<file path="src/rtl/mem_scan_display.sv">
// Debug viewer: steps an index through data memory or the register file and
// shows the addressed 32-bit word on an 8-digit multiplexed seven-segment display.
`timescale 1ns/1ps

module mem_scan_display #(
  parameter int DEBOUNCE_CYCLES = 1_000_000,
  parameter int REFRESH_CYCLES  = 100_000,
  parameter int AUTO_CYCLES     = 50_000_000
) (
  input  logic        clk,
  input  logic        reset,
  input  logic        mode,
  input  logic        btn_next,
  input  logic        btn_prev,
  input  logic        auto_en,
  input  logic [31:0] data_s,
  input  logic [31:0] r_show,
  output logic [6:0]  sl,
  output logic [4:0]  reg_s,
  output logic [6:0]  idx_led,
  output logic [7:0]  an,
  output logic [7:0]  seg
);

  localparam int DW = $clog2(DEBOUNCE_CYCLES + 1);
  localparam int RW = (REFRESH_CYCLES > 1) ? $clog2(REFRESH_CYCLES) : 1;
  localparam int AW = (AUTO_CYCLES > 1) ? $clog2(AUTO_CYCLES) : 1;
  localparam logic [DW-1:0] DB_MAX   = DW'(DEBOUNCE_CYCLES);
  localparam logic [RW-1:0] REF_MAX  = RW'(REFRESH_CYCLES - 1);
  localparam logic [AW-1:0] AUTO_MAX = AW'(AUTO_CYCLES - 1);

  // Button lanes: bit 0 = next, bit 1 = prev.
  logic [1:0]         btn_raw, sync1, sync2, db, db_q, armed, pulse, warm;
  logic [1:0][DW-1:0] db_cnt;

  assign btn_raw = {btn_prev, btn_next};

  // A lane is armed only once its synchronizer has refilled with live samples
  // and shows the button released, so a press held through reset never steps.
  always_ff @(posedge clk) begin
    // NOTE: sequential state uses non-blocking assignments so every register
    // samples pre-edge values regardless of statement order.
    if (reset) begin
      sync1  <= '0;
      sync2  <= '0;
      db     <= '0;
      db_q   <= '0;
      armed  <= '0;
      pulse  <= '0;
      warm   <= '0;
      db_cnt <= '0;
    end else begin
      sync1 <= btn_raw;
      sync2 <= sync1;
      db_q  <= db;
      warm  <= {warm[0], 1'b1};
      pulse <= db & ~db_q & armed;
      for (int b = 0; b < 2; b++) begin
        if (sync2[b] == db[b]) begin
          db_cnt[b] <= '0;
        end else if (db_cnt[b] == DB_MAX) begin
          db[b]     <= sync2[b];
          db_cnt[b] <= '0;
        end else begin
          db_cnt[b] <= db_cnt[b] + 1'b1;
        end
        if (warm[1] && !sync2[b]) armed[b] <= 1'b1;
      end
    end
  end

  logic            mode_q;
  logic [6:0]      idx, lim;
  logic [AW-1:0]   auto_cnt;
  logic            auto_tick, step_next, step_prev;

  // A manual pulse pre-empts a coincident auto tick.
  always_comb begin
    lim       = mode ? 7'd31 : 7'd127;
    auto_tick = auto_en && (auto_cnt == AUTO_MAX);
    step_next = pulse[0] | (auto_tick & ~(pulse[0] | pulse[1]));
    step_prev = pulse[1];
  end

  always_ff @(posedge clk) begin
    if (reset) begin
      idx      <= '0;
      auto_cnt <= '0;
      mode_q   <= mode;
    end else begin
      mode_q <= mode;
      if (mode != mode_q) begin
        idx      <= '0;
        auto_cnt <= '0;
      end else begin
        if (!auto_en || auto_tick) auto_cnt <= '0;
        else                       auto_cnt <= auto_cnt + 1'b1;
        if (step_next && !step_prev)      idx <= (idx == lim) ? 7'd0 : idx + 7'd1;
        else if (step_prev && !step_next) idx <= (idx == 7'd0) ? lim : idx - 7'd1;
      end
    end
  end

  assign sl      = idx;
  assign reg_s   = idx[4:0];
  assign idx_led = idx;

  function automatic logic [6:0] hex7(input logic [3:0] n);
    case (n)
      4'h0: hex7 = 7'h40;  4'h1: hex7 = 7'h79;  4'h2: hex7 = 7'h24;  4'h3: hex7 = 7'h30;
      4'h4: hex7 = 7'h19;  4'h5: hex7 = 7'h12;  4'h6: hex7 = 7'h02;  4'h7: hex7 = 7'h78;
      4'h8: hex7 = 7'h00;  4'h9: hex7 = 7'h10;  4'hA: hex7 = 7'h08;  4'hB: hex7 = 7'h03;
      4'hC: hex7 = 7'h46;  4'hD: hex7 = 7'h21;  4'hE: hex7 = 7'h06;  default: hex7 = 7'h0E;
    endcase
  endfunction

  logic [31:0]   word;
  logic [RW-1:0] ref_cnt;
  logic [2:0]    dsel;

  // The decimal point over the top digit marks register-file view.
  always_ff @(posedge clk) begin
    if (reset) begin
      word    <= '0;
      ref_cnt <= '0;
      dsel    <= '0;
      an      <= 8'hFE;
      seg     <= 8'hC0;
    end else begin
      word <= mode ? r_show : data_s;
      if (ref_cnt == REF_MAX) begin
        ref_cnt <= '0;
        dsel    <= dsel + 3'd1;
      end else begin
        ref_cnt <= ref_cnt + 1'b1;
      end
      an  <= ~(8'd1 << dsel);
      seg <= {~(mode && (dsel == 3'd7)), hex7(word[{dsel, 2'b00} +: 4])};
    end
  end

endmodule
</file>
<file path="config.mk">
export PLATFORM = sky130hd
export DESIGN_NAME = mem_scan_display
export DESIGN_NICKNAME = d
export VERILOG_FILES = /design/src/rtl/mem_scan_display.sv
export SDC_FILE = /design/constraint.sdc
export NUM_CORES = 1
export LEC_CHECK = 0
export ABC_AREA = 0
export CORE_MARGIN = 4
export CORE_UTILIZATION = 45
export CTS_BUF_LIST = sky130_fd_sc_hd__clkbuf_4
export DETAILED_ROUTE_END_ITERATION = 16
export GPL_TIMING_DRIVEN = 0
export PLACE_DENSITY = 0.82
export SLEW_MARGIN = 40
export SYNTH_ARGS = -nofsm -noshare
export SYNTH_HDL_FRONTEND = slang
export SYNTH_SLANG_ARGS = --single-unit
</file>
<file path="constraint.sdc">
create_clock -name clk -period 2.3 [get_ports clk]
set_input_delay 0.46 -clock clk [delete_from_list [all_inputs] [get_ports clk]]
set_output_delay 0.46 -clock clk [all_outputs]
set_load 0.05 [all_outputs]
</file>
### Word-level counts from Yosys, hierarchy flattened

Memory sizes are Yosys's and may differ from the RTL's. A register that Yosys moved wholly into a read port is not among the register bits.
Index checks and enable logic that the tools add are counted.

| operators by class | value |
|---|---|
| add/subtract/negate cells | 7 |
| equality and inequality tests | 9 |
| shifts and indexed selects | 2 |
| mux-type cells | 7 |
| bitwise logic cells | 11 |
| reduce and logical (&&, ||, !) cells | 21 |

Operators by type and width:

| cell | count |
|---|---|
| $add 20x1->20 const B | 2 |
| $eq 20x20->1 const B | 2 |
| $mux 7 | 5 |
| $mux 32 | 1 |
| $shiftx 32x6->4 | 1 |
| $add 26x1->26 const B | 1 |
| $eq 26x26->1 const B | 1 |
| $add 17x1->17 const B | 1 |
| $eq 17x17->1 const B | 1 |
| $reduce_or 3->1 | 3 |
| $not 8->8 | 1 |
| $shl 1x3->8 const A | 1 |
| $add 7x1->7 const B | 1 |
| $eq 7x7->1 | 1 |
| $logic_not 7->1 | 1 |
| $sub 7x1->7 const B | 1 |
| $logic_and 1x1->1 | 6 |
| $logic_not 1->1 | 5 |
| $and 2x2->2 | 2 |
| $not 1->1 | 4 |
| $reduce_and 2->1 | 2 |
| $reduce_or 2->1 | 2 |
| $add 3x1->3 const B | 1 |
| $eq 3x3->1 const B | 1 |
| other kinds (8) | 10 |

| word-level totals | value |
|---|---|
| register bits after elaboration | 156 |
| ROM bits | 112 |
| input bits | 70 |
| memories kept | 1 |

Memory list:

| name | depth | width | rd ports | clocked after memory_dff | write ports | line | text |
|---|---|---|---|---|---|---|---|
| (name not given) | 16 | 7 | 1 | 1 | 0 | 109 | `case (n)` |

### Longest topological paths before layout

Gate-level depths: netlist of run 1.

| depth | value |
|---|---|
| depth in word-level cells | 8 |
| gate-level depth with buffers | 11 |
| mapped depth without buffers | 11 |

### Least setup slack after synthesis of run 1

OpenSTA, ideal clock, no wires.

| timing | value |
|---|---|
| path type | reg2reg |
| start | reg auto_cnt[0] |
| end | reg idx[6] (netlist: idx_led[6]) |
| library setup time | 0.103 ns |
| data arrival time | 2.325 ns |
| slack | -0.129 ns |
| cell stages (with the launch flop) | 11 |
| buffers on the path | 1 |
| cells stage by stage | dfxtp_1 -> ha_1 -> and4_1 -> and3_1 -> nand4_1 -> o21bai_1 -> ha_1 -> clkbuf_1 -> nor2_1 -> a221oi_1 -> a2111oi_2 |

| on the way | value |
|---|---|
| word-level cells in the longest chain between the ends | 7 |
| elaborated cells on any way between the ends | 9 |
| those cells by class | 1 x eq/ne; 1 x mux; 2 x bitwise; 5 x reduce/logical |

Ends and longest elaborated chain:

| item | line | text |
|---|---|---|
| start: declaration | 74 | `logic [AW-1:0] auto_cnt;` |
| start signal: assignment | 97 | `else auto_cnt <= auto_cnt + 1'b1;` |
| $eq 26x26->1 (*) | 80 | `auto_tick = auto_en && (auto_cnt == AUTO_MAX);` |
| $logic_and 1x1->1 (*) | 80 |  |
| $and 1x1->1 (*) | 81 | `step_next = pulse[0] \| (auto_tick & ~(pulse[0] \| pulse[1]));` |
| $or 1x1->1 (*) | 81 |  |
| $logic_not 1->1 | 99 | `else if (step_prev && !step_next) idx <= (idx == 7'd0) ? lim : idx - 7'd1;` |
| $logic_and 1x1->1 | 99 |  |
| $reduce_bool 2->1 (no source line) | -- |  |
| end signal: assignment | 98 | `if (step_next && !step_prev) idx <= (idx == lim) ? 7'd0 : idx + 7'd1;` |
| end signal: assignment | 99 |  |
| end: declaration | 73 | `logic [6:0] idx, lim;` |

Every way passes the cells marked *; elsewhere a longest branch is shown, timed or not.
A chain may end at the register's enable or synchronous reset.

### Worst setup path after layout of run 1

| timing | value |
|---|---|
| start | reg auto_cnt[10] |
| end | reg idx[5] (netlist: idx_led[5]) |

Same word-level chain as after synthesis.

==> metrics.md, run 1 <==
| Metric | Value |
|---|---|
| Outcome | `finished with violations` |
| Failing checks | `negative setup slack` |
| Met1 usage | `19.8%` |
| Per-cell routed wire length | `12.9 um` |
| PortBufs | `104` |
| CP startpoint kind | `flop` |
| CTS Buffer Depth | `2` |
| Final instance area | `8740 um2` |
| First-pass GRT wire length | `23700 um` |
| Syn_nets | `846` |
| Routed vias | `5468` |
| Final Wtd Congestion | `0.893` |
| Core area | `15300 um2` |
| Hold depth | `1` |
| Finished Layout Cells | `1107` |
| Post-route ant nets | `0` |
| Pleak | `0.00333 uW` |
| Worst VDD drop | `0.000421 V` |
| Post-synthesis sequential area ratio | `44.4%` |
| Path category of the worst min-delay check | `reg -> reg` |
| Fin Clk Skew | `0.0164 ns` |
| Die X | `133 um` |
| Max-slew headroom | `47.5%` |
| Clock slew seen by the registers of the worst setup and hold paths | `0.11 ns` |
| Initial Utilization | `46.1%` |
| Diode count | `0` |
| Most Used Layer, Global Route | `met2` |
| TNS Setup | `-0.453 ns` |
| P per Cell Area | `529 nW/um2` |
| Die Height | `133 um` |
| Seq cells post-synth | `156` |
| Fillers | `1316` |
| Final worst-path cycle share | `110%` |
| DR pass1 iterations | `4` |
| I/O pin count | `105` |
| Worst-skew pair later-pin latency | `0.55 ns` |
| Residual DRC | `0` |
| RSZ-0062 raised after global routing | `true` |
| Ys flop type | `dfxtp_1` |
| Async S/R FF share, synth | `0%` |
| Hold path startpoint | `sync1[1]` |
| Clock Sinks | `156` |
| Crit-path max FO | `4` |
| Count of cell types in the netlist | `58` |
| Met3 Use GR | `4.52%` |
| Die ar. | `17700 um2` |
| Total Wirelength | `14300 um` |
| Cells after DPL | `1069` |
| Gr ovfl total | `0` |
| Final nets | `976` |
| Worst-Margin Slew | `0.787 ns` |
| Worst hold slack | `0.444 ns` |
| DP HPWL | `10300 um` |
| Row Count | `45` |
| Largest net degree at the start of global routing | `17` |
| Worst Setup SP | `auto_cnt[10]` |
| Worst path arrival time | `3.00 ns` |
| CP Class | `reg -> reg` |
| Final hold vios | `0` |
| Post-synth EDFFs | `0` |
| H-tree depth | `4` |
| Tot Pwr | `4630 uW` |
| Antenna violations before repair | `0` |
| Final setup vio count | `4` |
| Top achievable clock speed | `394 MHz` |
| TritonCTS clock tree | `built` |
| FF-to-FF Start | `auto_cnt[10]` |
| GR Layer Usage met2 | `27.5%` |
| Vias per inst | `4.94` |
| R2r worst-path depth | `10` |
| WP data required | `2.77 ns` |
| Area grow syn2layout | `24.4%` |
| Max-slew violation count | `0` |
| Worst setup margin | `-0.238 ns` |
| Final min period | `2.54 ns` |
| Mapped Avg Cell Area | `9.32 um2` |
| Layout cells sized above 1 | `11.9%` |
| Vias in the first global route | `5203` |
| Syn. warnings | `0` |
| Hold-fix buffers at CTS | `0` |
| CTS Buf Count | `17` |
| Mapped Cells | `754` |
| Crit. End Element | `flop` |
| MaxCap Viol Count | `0` |
| Area after DPL | `8370 um2` |
| Synthesized area | `7030 um2` |
| Global-route usage over all layers | `16.1%` |
| Clock Tree Root | `clkbuf_4` |
| DR iter-0 viols | `337` |
==> cells by family (layout without fill, tap and decap cells) <==
group | Yosys count | in the layout | synth area share (%)
AOI/OAI and AO/OA | 40 | 40 | 3.92
adders and majority gates | 22 | 22 | 3.92
xor gates and xnor gates | 82 | 82 | 10.2
buffers and inverters | 70 | 212 | 4.74
and+or+nand+nor | 329 | 329 | 23.2
muxes | 55 | 55 | 9.61
DFF | 156 | 156 | 44.4
==> critical path: stages, from the launching register on <==
cell and delay [ns]:
dfxtp_2 0.34, or4_4 0.54, nor3_4 0.12, nand4_1 0.12, o21bai_1 0.16, ha_2 0.30
buf_8 0.12, or3_4 0.37, nor3_2 0.10, a311oi_1 0.07, o22ai_1 0.22
==> timing repair <==
item	4_1_cts	5_1_grt
endpoints found under the hold margin	0	0
resized for setup	33	31
pin swaps	1	4
setup endpoints to repair	29	17
setup buffers	3	4
==> cells in the final DEF, fill, tap and decap left out, types with 13 or more instances in the layout <==
| cell | instances |
|---|---|
| nand3_1 | 37 |
| dfxtp_1 | 151 |
| clkbuf_1 | 15 |
| buf_4 | 19 |
| and4_1 | 15 |
| xnor2_1 | 25 |
| mux2i_1 | 43 |
| and3_1 | 15 |
| a21oi_1 | 13 |
| nor2_1 | 139 |
| nand4_1 | 21 |
| clkdlybuf4s50_1 | 88 |
| nand2_1 | 47 |
| xor2_1 | 57 |
| ha_1 | 17 |
| inv_1 | 23 |
| clkbuf_4 | 21 |
==> where the power goes <==
| part | total [uW] | internal, uW | switching (uW) |
|---|---|---|---|
| combinational | 417 | 219 | 198 |
| clock | 1430 | 543 | 884 |
| sequential | 2780 | 2760 | 22.4 |
==> metal layers <==
metal,up-vias,routed length [um]
met1,2516,6400
met5,-,0
met2,117,6970
met4,0,170
met3,14,747
li1,2821,-
==> registers in the layout, indices dropped and copies added (netlist names) <==
register,cells
sync2,2
pulse,2
mode_q,1
seg,8
dsel,3
sync1,2
warm,2
word,32
an,8
ref_cnt,17
db,2
db_q,2
idx_led,7
armed,2
db_cnt,40
auto_cnt,26
==> final cells by class <==
type / instances / area, um2 / area share (%)
Sequential cell: 156 / 3130 / 35.8
Timing Repair Buffer: 111 / 1060 / 12.1
Clock inverter: 11 / 78.8 / 0.902
Clock buffer: 20 / 150 / 1.72
Multi-Input combinational cell: 528 / 3690 / 42.3
Buffer: 40 / 244 / 2.79
Inverter: 30 / 115 / 1.32
Tap cell: 211 / 264 / 3.02
==> synthesized netlist by cell type, types with 7 or more instances <==
cell        n  share of area (%)
a21oi_1    13               0.93
and2_1      8               0.71
and3_1     16                1.4
and4_1     16                2.0
buf_4      12                1.3
clkbuf_1   17               0.91
dfxtp_1   156                 44
ha_1       22                3.9
inv_1      27                1.4
mux2i_1    45                6.4
nand2_1    47                2.5
nand3_1    37                2.6
nand4_1    21                1.9
nor2_1    141                7.5
nor2b_1     7               0.62
nor3_1      8               0.57
nor4b_1     7               0.87
xnor2_1    25                3.1
xor2_1     57                7.1
==> stage by stage <==
stage / worst slack, ns / utilization [%]
after global placement: -0.367 / 54.9
after CTS: -0.236 / 56.6
after floorplan: -0.0262 / -
after global routing: -0.385 / 57.3
after detailed placement: -0.382 / 54.9
final: -0.238 / 57.3
==> path summary, 6_finish.rpt <==
| path | to | slack, ns |
|---|---|---|
| max | idx_led[5] | -0.24 |
| min | sync2[1] | 0.44 |
| max reg2reg | idx_led[5] | -0.24 |
| min reg2reg | sync2[1] | 0.44 |
(Power assumes the default switching activity.)
==> inputs of run 2 (changes only) <==
--- a/config.mk
+++ b/config.mk
@@ -12,6 +12,8 @@
 export DETAILED_ROUTE_END_ITERATION = 16
 export GPL_TIMING_DRIVEN = 0
 export PLACE_DENSITY = 0.82
+export REMOVE_ABC_BUFFERS = 1
+export SETUP_SLACK_MARGIN = 0.15
 export SLEW_MARGIN = 40
 export SYNTH_ARGS = -nofsm -noshare
 export SYNTH_HDL_FRONTEND = slang
==> run 2 against run 1 <==
Effect of this change: the run still ends with negative setup slack left; power is 6.0% higher; count of clock-buffer cells in the layout is 3 lower; via count is 2.0% lower; flip-flop and latch count stayed put; die area stayed put; non-clock buffer count is 27 lower; highest routed layer unchanged.
==> metrics.md, run 2 (synthesis gave the netlist of run 1 again) <==
| Metric | Value |
|---|---|
| Outcome | `finished with violations` |
| Failing checks | `negative setup slack` |
| R2r worst-path depth | `10 (unchanged)` |
| Max FFs per register | `40 (unchanged)` |
| Post-route ant nets | `0 (unchanged)` |
| TritonCTS clock tree | `built` |
| Most common cell after layout, fill and taps aside | `dfxtp_1` |
| P per Cell Area | `565 nW/um2 (+6.9%)` |
| Final min period | `2.35 ns (-0.191 ns)` |
| WP data required | `2.78 ns (about the same)` |
| Final Wtd Congestion | `0.820 (-8.1%)` |
| Critical path's slowest cell | `or4_4` |
| Residual DRC | `0 (unchanged)` |
| Switching power | `1170 uW (+6.3%)` |
| Worst-skew pair later-pin latency | `0.56 ns (about the same)` |
| Fillers | `1275 (-3.1%)` |
| Worst setup margin | `-0.0466 ns (+0.191 ns)` |
| Worst VDD drop | `0.000426 V (+1.2%)` |
| Clock Sinks | `156 (unchanged)` |
| DP HPWL | `9270 um (-10%)` |
| Slowest Stage Delay on Critical Path | `0.54 ns (about the same)` |
| Path category of the worst min-delay check | `in -> reg` |
| DR pass1 iterations | `5 (+1)` |
| FF-to-FF Start | `auto_cnt[11]` |
| Switching Fraction | `23.9% (+0.065 points)` |
| Final nets | `949 (-2.8%)` |
| Vias per inst | `4.96 (+0.49%)` |
| Largest net degree at the start of global routing | `36 (+19)` |
| Hold-fix buffers at CTS | `0 (unchanged)` |
| Die X | `133 um (unchanged)` |
| Finished Layout Cells | `1080 (-2.4%)` |
| Util after Layout | `56.9% (-0.43 points)` |
| Crit path to | `idx_led[5]` |
| Final worst-path cycle share | `102% (-8.3 points)` |
| Final setup vio count | `2 (-2)` |
| Fin Clk Skew | `0.0273 ns (+0.0109 ns)` |
| Gr ovfl total | `0 (unchanged)` |
| R2R setup slack | `-0.05 ns (+0.19 ns)` |
| Crit path max-delay family | `simple AND/OR/NAND/NOR gates` |
| Top achievable clock speed | `426 MHz (+8.2%)` |
| Die ar. | `17700 um2 (unchanged)` |
| Total Wirelength | `13500 um (-5.3%)` |
| Diode count | `0 (unchanged)` |
| Area after DPL | `8150 um2 (-2.6%)` |
| Row Count | `45 (unchanged)` |
| Max-slew violation count | `0 (unchanged)` |
| PortBufs | `104 (unchanged)` |
| Largest register by flop count | `db_cnt` |
| Layout cells sized above 1 | `13.2% (+1.3 points)` |
| CP Class | `reg -> reg` |
| Clock share of power | `34.9% (+4.1 points)` |
| Max-slew headroom | `52.9% (+5.3 points)` |
| Core area | `15300 um2 (unchanged)` |
| Pleak | `0.00330 uW (-1.1%)` |
| Final hold vios | `0 (unchanged)` |
| DR iter-0 viols | `332 (-1.5%)` |
| Buf+Inv Stages, Crit Path | `1 (unchanged)` |
| Cells after DPL | `1031 (-3.6%)` |
| Worst-Margin Slew | `0.702 ns (-0.0853 ns)` |
| I/O pin count | `105 (unchanged)` |
| CP Cell Sequence | `or4_4 > nor3_4 > nand4_1 > o21bai_2 > ha_4 > inv_2 > or3_1 > nor3_1 > a311oi_1 > o22ai_1` |
| Global-route usage over all layers | `15.2% (-0.90 points)` |
| Clock slew seen by the registers of the worst setup and hold paths | `0.13 ns (+0.02 ns)` |
| Final instance area | `8680 um2 (-0.76%)` |
| Area grow syn2layout | `23.5%` |
| Leading cell types in the layout, fill and taps excluded | `149 x dfxtp_1, 140 x nor2_1, 67 x clkdlybuf4s50_1` |
| CP startpoint kind | `flop` |
| Clock Tree Root | `clkbuf_4` |
| Worst Setup SP | `auto_cnt[11]` |
| Antenna violations before repair | `0 (unchanged)` |
| Die Height | `133 um (unchanged)` |
| Per-cell routed wire length | `12.5 um (-2.9%)` |
| Worst path arrival time | `2.83 ns (-0.17 ns)` |
| Logic pwr share | `8.4% (-0.6 points)` |
| Largest regs | `db_cnt: 40 flops, word: 32 flops, auto_cnt: 26 flops` |
| Initial Utilization | `46.1% (unchanged)` |
| CTS Buffer Depth | `2 (unchanged)` |
| RSZ-0062 raised after global routing | `true` |
| Worst hold slack | `0.118 ns (-0.327 ns)` |
| CTS Buf Count | `17 (unchanged)` |
| Crit. End Element | `flop` |
| Sequential share of power | `56.7% (-3.4 points)` |
| First-pass GRT wire length | `22600 um (-4.7%)` |
| Routed vias | `5361 (-2.0%)` |
| Crit-path max FO | `2 (-2)` |
| H-tree depth | `4 (unchanged)` |
| Vias in the first global route | `5048 (-3.0%)` |
| Capture point of the worst reg-to-reg path | `idx_led[5]` |
| Crit path depth | `10 (unchanged)` |
| MaxCap Viol Count | `0 (unchanged)` |
| Internal cell power | `3730 uW (+6.0%)` |
| Pre-CTS setup slack | `-0.722 ns (-0.340 ns)` |
[run 2: cell types whose count changed in the layout (fill, tap and decap cells not counted), sizes merged, moves of 3 or more]
cell	delta
clkdlybuf4s50	-21
dlygate4sd2	+9
inv	+3
clkbuf	-16
buf	-8
clkdlybuf4s15	+6
[run 2: how the worst min path moves through the flow]
stage	from	to	slack [ns]	cells after the start
after floorplan	sync1[0]	sync2[0]	0.41	1
after global placement	warm[0]	warm[1]	0.42	1
after detailed placement	sync1[0]	sync2[0]	0.43	1
after CTS	mode	mode_q	0.07	1
after global routing	mode	mode_q	0.07	1
final	mode	mode_q	0.12	1
[run 2: power by group through the flow]
stage	Combinational [uW]	Clock, uW	Sequential (uW)
after CTS	401	1760	2780
final	411	1710	2780
after global routing	446	1870	2790
after global placement	381	0	2840
after floorplan	149	0	2870
after detailed placement	389	0	2840
[run 2: area by class of cell]
type,count,area [um2],area share (%)
Clock buffer,17,128,1.47
Clock inverter,14,168,1.93
Inverter,30,114,1.31
Multi-Input combinational cell,528,3690,42.5
Sequential cell,156,3130,36.1
Tap cell,211,264,3.04
Timing Repair Buffer,124,1180,13.6
[run 2: repair_timing]
action | CTS | global route
resized for setup | 93 | 22
setup endpoints to repair | 49 | 25
pin swaps | 10 | 12
cloned | 1 | 0
setup buffers | 16 | 1
[run 2: worst reg2reg max path: stages, from the launching register on]
cell and delay (ns):
dfxtp_2 0.34, or4_4 0.54, nor3_4 0.12, nand4_1 0.16, o21bai_2 0.19, ha_4 0.16, inv_2 0.03, or3_1 0.37
nor3_1 0.13, a311oi_1 0.07, o22ai_1 0.17
[run 2: stage by stage]
stage	setup TNS [ns]	total power (uW)
after global routing	-0.555	5110
after floorplan	-2.93	3020
after CTS	-0.408	4940
after detailed placement	-6.31	3230
final	-0.0595	4910
after global placement	-187.22	3220
[run 2: metal layers]
layer | up-vias | global-route usage [%] | routed length (um)
li1 | 2762 | - | -
met1 | 2462 | 18.7 | 6020
met2 | 126 | 25.2 | 6560
met3 | 11 | 5.02 | 804
met4 | 0 | 4.91 | 150
met5 | - | 0 | 0
==> inputs of run 3 (changes only) <==
--- a/config.mk
+++ b/config.mk
@@ -12,6 +12,7 @@
 export DETAILED_ROUTE_END_ITERATION = 16
 export GPL_TIMING_DRIVEN = 0
 export PLACE_DENSITY = 0.82
+export RECOVER_POWER = 25
 export REMOVE_ABC_BUFFERS = 1
 export SETUP_SLACK_MARGIN = 0.15
 export SLEW_MARGIN = 40
==> constraint.sdc (replaced) <==
create_clock -name clk -period 2.3 [get_ports clk]
set_input_delay 0.345 -clock clk [delete_from_list [all_inputs] [get_ports clk]]
set_output_delay 0.345 -clock clk [all_outputs]
set_load 0.05 [all_outputs]
==> run 3 against run 2 <==
Effect of this change: the flow still finishes with violations (negative setup slack); fmax hardly changed; clock skew is 0.00060 ns higher; flip-flop and latch count stayed put; final cell count hardly changed; die area stayed put; worst hold slack better by 0.021 ns; count of clock-buffer cells in the layout stayed put; power is 0.19% higher; combinational power is 1% higher; clock power hardly changed; critical path type unchanged; critical endpoint unchanged; largest cell class unchanged.
==> metrics.md, run 3 (synthesis gave the netlist of run 1 again) <==
| Metric | Value |
|---|---|
| Outcome | `finished with violations` |
| Failing checks | `negative setup slack` |
| Max-slew headroom | `34.2% (-19 points)` |
| Layout cells sized above 1 | `11.3% (-2.0 points)` |
| PortBufs | `104 (unchanged)` |
| Leading cell types in the layout, fill and taps excluded | `151 x dfxtp_1, 140 x nor2_1, 80 x clkdlybuf4s50_1` |
| Path category of the worst min-delay check | `in -> reg` |
| CTS Buf Count | `17 (unchanged)` |
| Antenna violations before repair | `0 (unchanged)` |
| RSZ-0062 raised after global routing | `true` |
| Die X | `133 um (unchanged)` |
| FF-to-FF Start | `auto_cnt[11]` |
| Crit-path max FO | `2 (unchanged)` |
| TritonCTS clock tree | `built` |
| Capture point of the worst reg-to-reg path | `idx_led[5]` |
| Internal cell power | `3740 uW (+0.17%)` |
| Post-route ant nets | `0 (unchanged)` |
| Slowest Stage Delay on Critical Path | `0.54 ns (about the same)` |
| Per-cell routed wire length | `12.6 um (+0.20%)` |
| Routed vias | `5414 (+0.99%)` |
| Clock Sinks | `156 (unchanged)` |
| DR pass1 iterations | `4 (-1)` |
| Final min period | `2.35 ns (+0.00149 ns)` |
| MaxCap Viol Count | `0 (unchanged)` |
| WP data required | `2.78 ns (about the same)` |
| Worst VDD drop | `0.000426 V (about the same)` |
| Logic pwr share | `8.5% (about the same)` |
| Max-slew violation count | `0 (unchanged)` |
| Clock Tree Root | `clkbuf_4` |
| Switching Fraction | `23.9% (about the same)` |
| Clock share of power | `34.9% (about the same)` |
| Crit. End Element | `flop` |
| CTS Buffer Depth | `2 (unchanged)` |
| Largest register by flop count | `db_cnt` |
| Gr ovfl total | `0 (unchanged)` |
| Buf+Inv Stages, Crit Path | `1 (unchanged)` |
| Final Wtd Congestion | `0.820 (unchanged)` |
| Max FFs per register | `40 (unchanged)` |
| Fin Clk Skew | `0.0279 ns (+0.000604 ns)` |
| Global-route usage over all layers | `15.2% (about the same)` |
| P per Cell Area | `566 nW/um2 (about the same)` |
| I/O pin count | `105 (unchanged)` |
| Fillers | `1278 (+0.24%)` |
| Diode count | `0 (unchanged)` |
| R2r worst-path depth | `10 (unchanged)` |
| Row Count | `45 (unchanged)` |
| DP HPWL | `9270 um (unchanged)` |
| Top achievable clock speed | `426 MHz (about the same)` |
| Largest net degree at the start of global routing | `36 (unchanged)` |
| Initial Utilization | `46.1% (unchanged)` |
| Final nets | `950 (+0.11%)` |
| First-pass GRT wire length | `22600 um (about the same)` |
| Total Wirelength | `13600 um (+0.30%)` |
| Pleak | `0.00339 uW (+2.8%)` |
| Final hold vios | `0 (unchanged)` |
| CP Cell Sequence | `or4_4 > nor3_4 > nand4_1 > o21bai_2 > ha_4 > inv_2 > or3_1 > nor3_1 > a311oi_1 > o22ai_1` |
| Worst Setup SP | `auto_cnt[11]` |
| Tot Pwr | `4920 uW (+0.19%)` |
| H-tree depth | `4 (unchanged)` |
| R2R setup slack | `-0.05 ns (about the same)` |
| CP Class | `reg -> reg` |
| Worst path arrival time | `2.83 ns (about the same)` |
| Die ar. | `17700 um2 (unchanged)` |
| Final worst-path cycle share | `102% (about the same)` |
| Residual DRC | `0 (unchanged)` |
| Sequential share of power | `56.7% (about the same)` |
| DR iter-0 viols | `358 (+7.8%)` |
| Crit path max-delay family | `simple AND/OR/NAND/NOR gates` |
| Crit path to | `idx_led[5]` |
| TNS Setup | `-0.0646 ns (-0.00515 ns)` |
| Vias per inst | `5.01 (+0.90%)` |
| Area grow syn2layout | `23.6%` |
| Util after Layout | `56.9% (+0.066 points)` |
| Switching power | `1180 uW (+0.27%)` |
| Core area | `15300 um2 (unchanged)` |
| Most common cell after layout, fill and taps aside | `dfxtp_1` |
| Worst-skew pair later-pin latency | `0.56 ns (about the same)` |
| CP startpoint kind | `flop` |
| Die Height | `133 um (unchanged)` |
| Critical path's slowest cell | `or4_4` |
| Worst-Margin Slew | `0.987 ns (+0.286 ns)` |
| Largest regs | `db_cnt: 40 flops, word: 32 flops, auto_cnt: 26 flops` |
| Final setup vio count | `2 (unchanged)` |
| Crit path depth | `10 (unchanged)` |
| Worst setup margin | `-0.0481 ns (-0.00149 ns)` |
| Clock slew seen by the registers of the worst setup and hold paths | `0.14 ns (about the same)` |
| Vias in the first global route | `5052 (+0.079%)` |
-- run 3: cell count changes in the layout (fill, tap and decap cells not counted) --
cell,delta
dlygate4sd2_1,-2
dlymetal6s2s_1,+3
dfxtp_4,-1
dfxtp_2,-1
dlygate4sd3_1,+1
buf_4,-1
clkdlybuf4s15_2,-9
clkbuf_2,-4
dfxtp_1,+2
clkdlybuf4s50_1,+13
clkbuf_1,+1
buf_12,-1
-- run 3: layout make-up --
class / instances / area (um2) / share of cell area [%]
multi-input combinational: 528 / 3690 / 42.5
sequential: 156 / 3130 / 36.0
timing repair buffer: 125 / 1190 / 13.8
clock buffer: 17 / 128 / 1.47
clock inverter: 14 / 168 / 1.93
inverter: 30 / 114 / 1.31
tap: 211 / 264 / 3.04
-- run 3: power by group through the flow --
stage	registers (uW)	logic, uW	clock network (uW)
after floorplan	2870	149	0
after global placement	2840	381	0
after detailed placement	2840	389	0
after CTS	2780	409	1760
after global routing	2790	450	1870
final	2790	416	1710
-- run 3: worst register-to-register path, cell delays in order (launching register included) --
cell	delay, ns
dfxtp_2	0.34
or4_4	0.54
nor3_4	0.12
nand4_1	0.16
o21bai_2	0.19
ha_4	0.16
inv_2	0.03
or3_1	0.37
nor3_1	0.13
a311oi_1	0.06
o22ai_1	0.16
-- run 3: through the flow --
stage | worst slack, ns | hold WS [ns] | area (um2) | cells
3_5_place_dp | -0.722 | 0.431 | 8150 | 1031
6_report | -0.0481 | 0.139 | 8690 | 1081
4_1_cts | -0.158 | 0.102 | 8650 | 1080
3_3_place_gp | -2.22 | 0.420 | 8110 | 1029
5_1_grt | -0.154 | 0.105 | 8690 | 1081
2_1_floorplan | -0.522 | 0.373 | 6810 | 714
-- run 3: routing by layer --
layer,global-route usage [%],share of wire [%],up-vias
met2,25.2,48,139
met5,0,0,-
met4,4.91,1.1,0
met1,18.7,45,2490
li1,-,-,2769
met3,5.02,5.7,16
-- run 3: how the worst min path moves through the flow --
stage	from	end	slack [ns]	cells after the start
finish	reset	dsel[0]	0.14	2
global route	reset	dsel[0]	0.11	2
CTS	reset	dsel[0]	0.10	2
detailed placement	sync1[0]	sync2[0]	0.43	1
global placement	warm[0]	warm[1]	0.42	1
floorplan	mode	mode_q	0.37	0
-- run 3: repair_timing --
action	4_1_cts	5_1_grt
hold buffers	1	0
buffers inserted	16	1
endpoints found under the hold margin	1	0
gates resized for setup	53	21
cloned	1	0
endpoints found under the setup margin	33	24
pin swaps	10	12
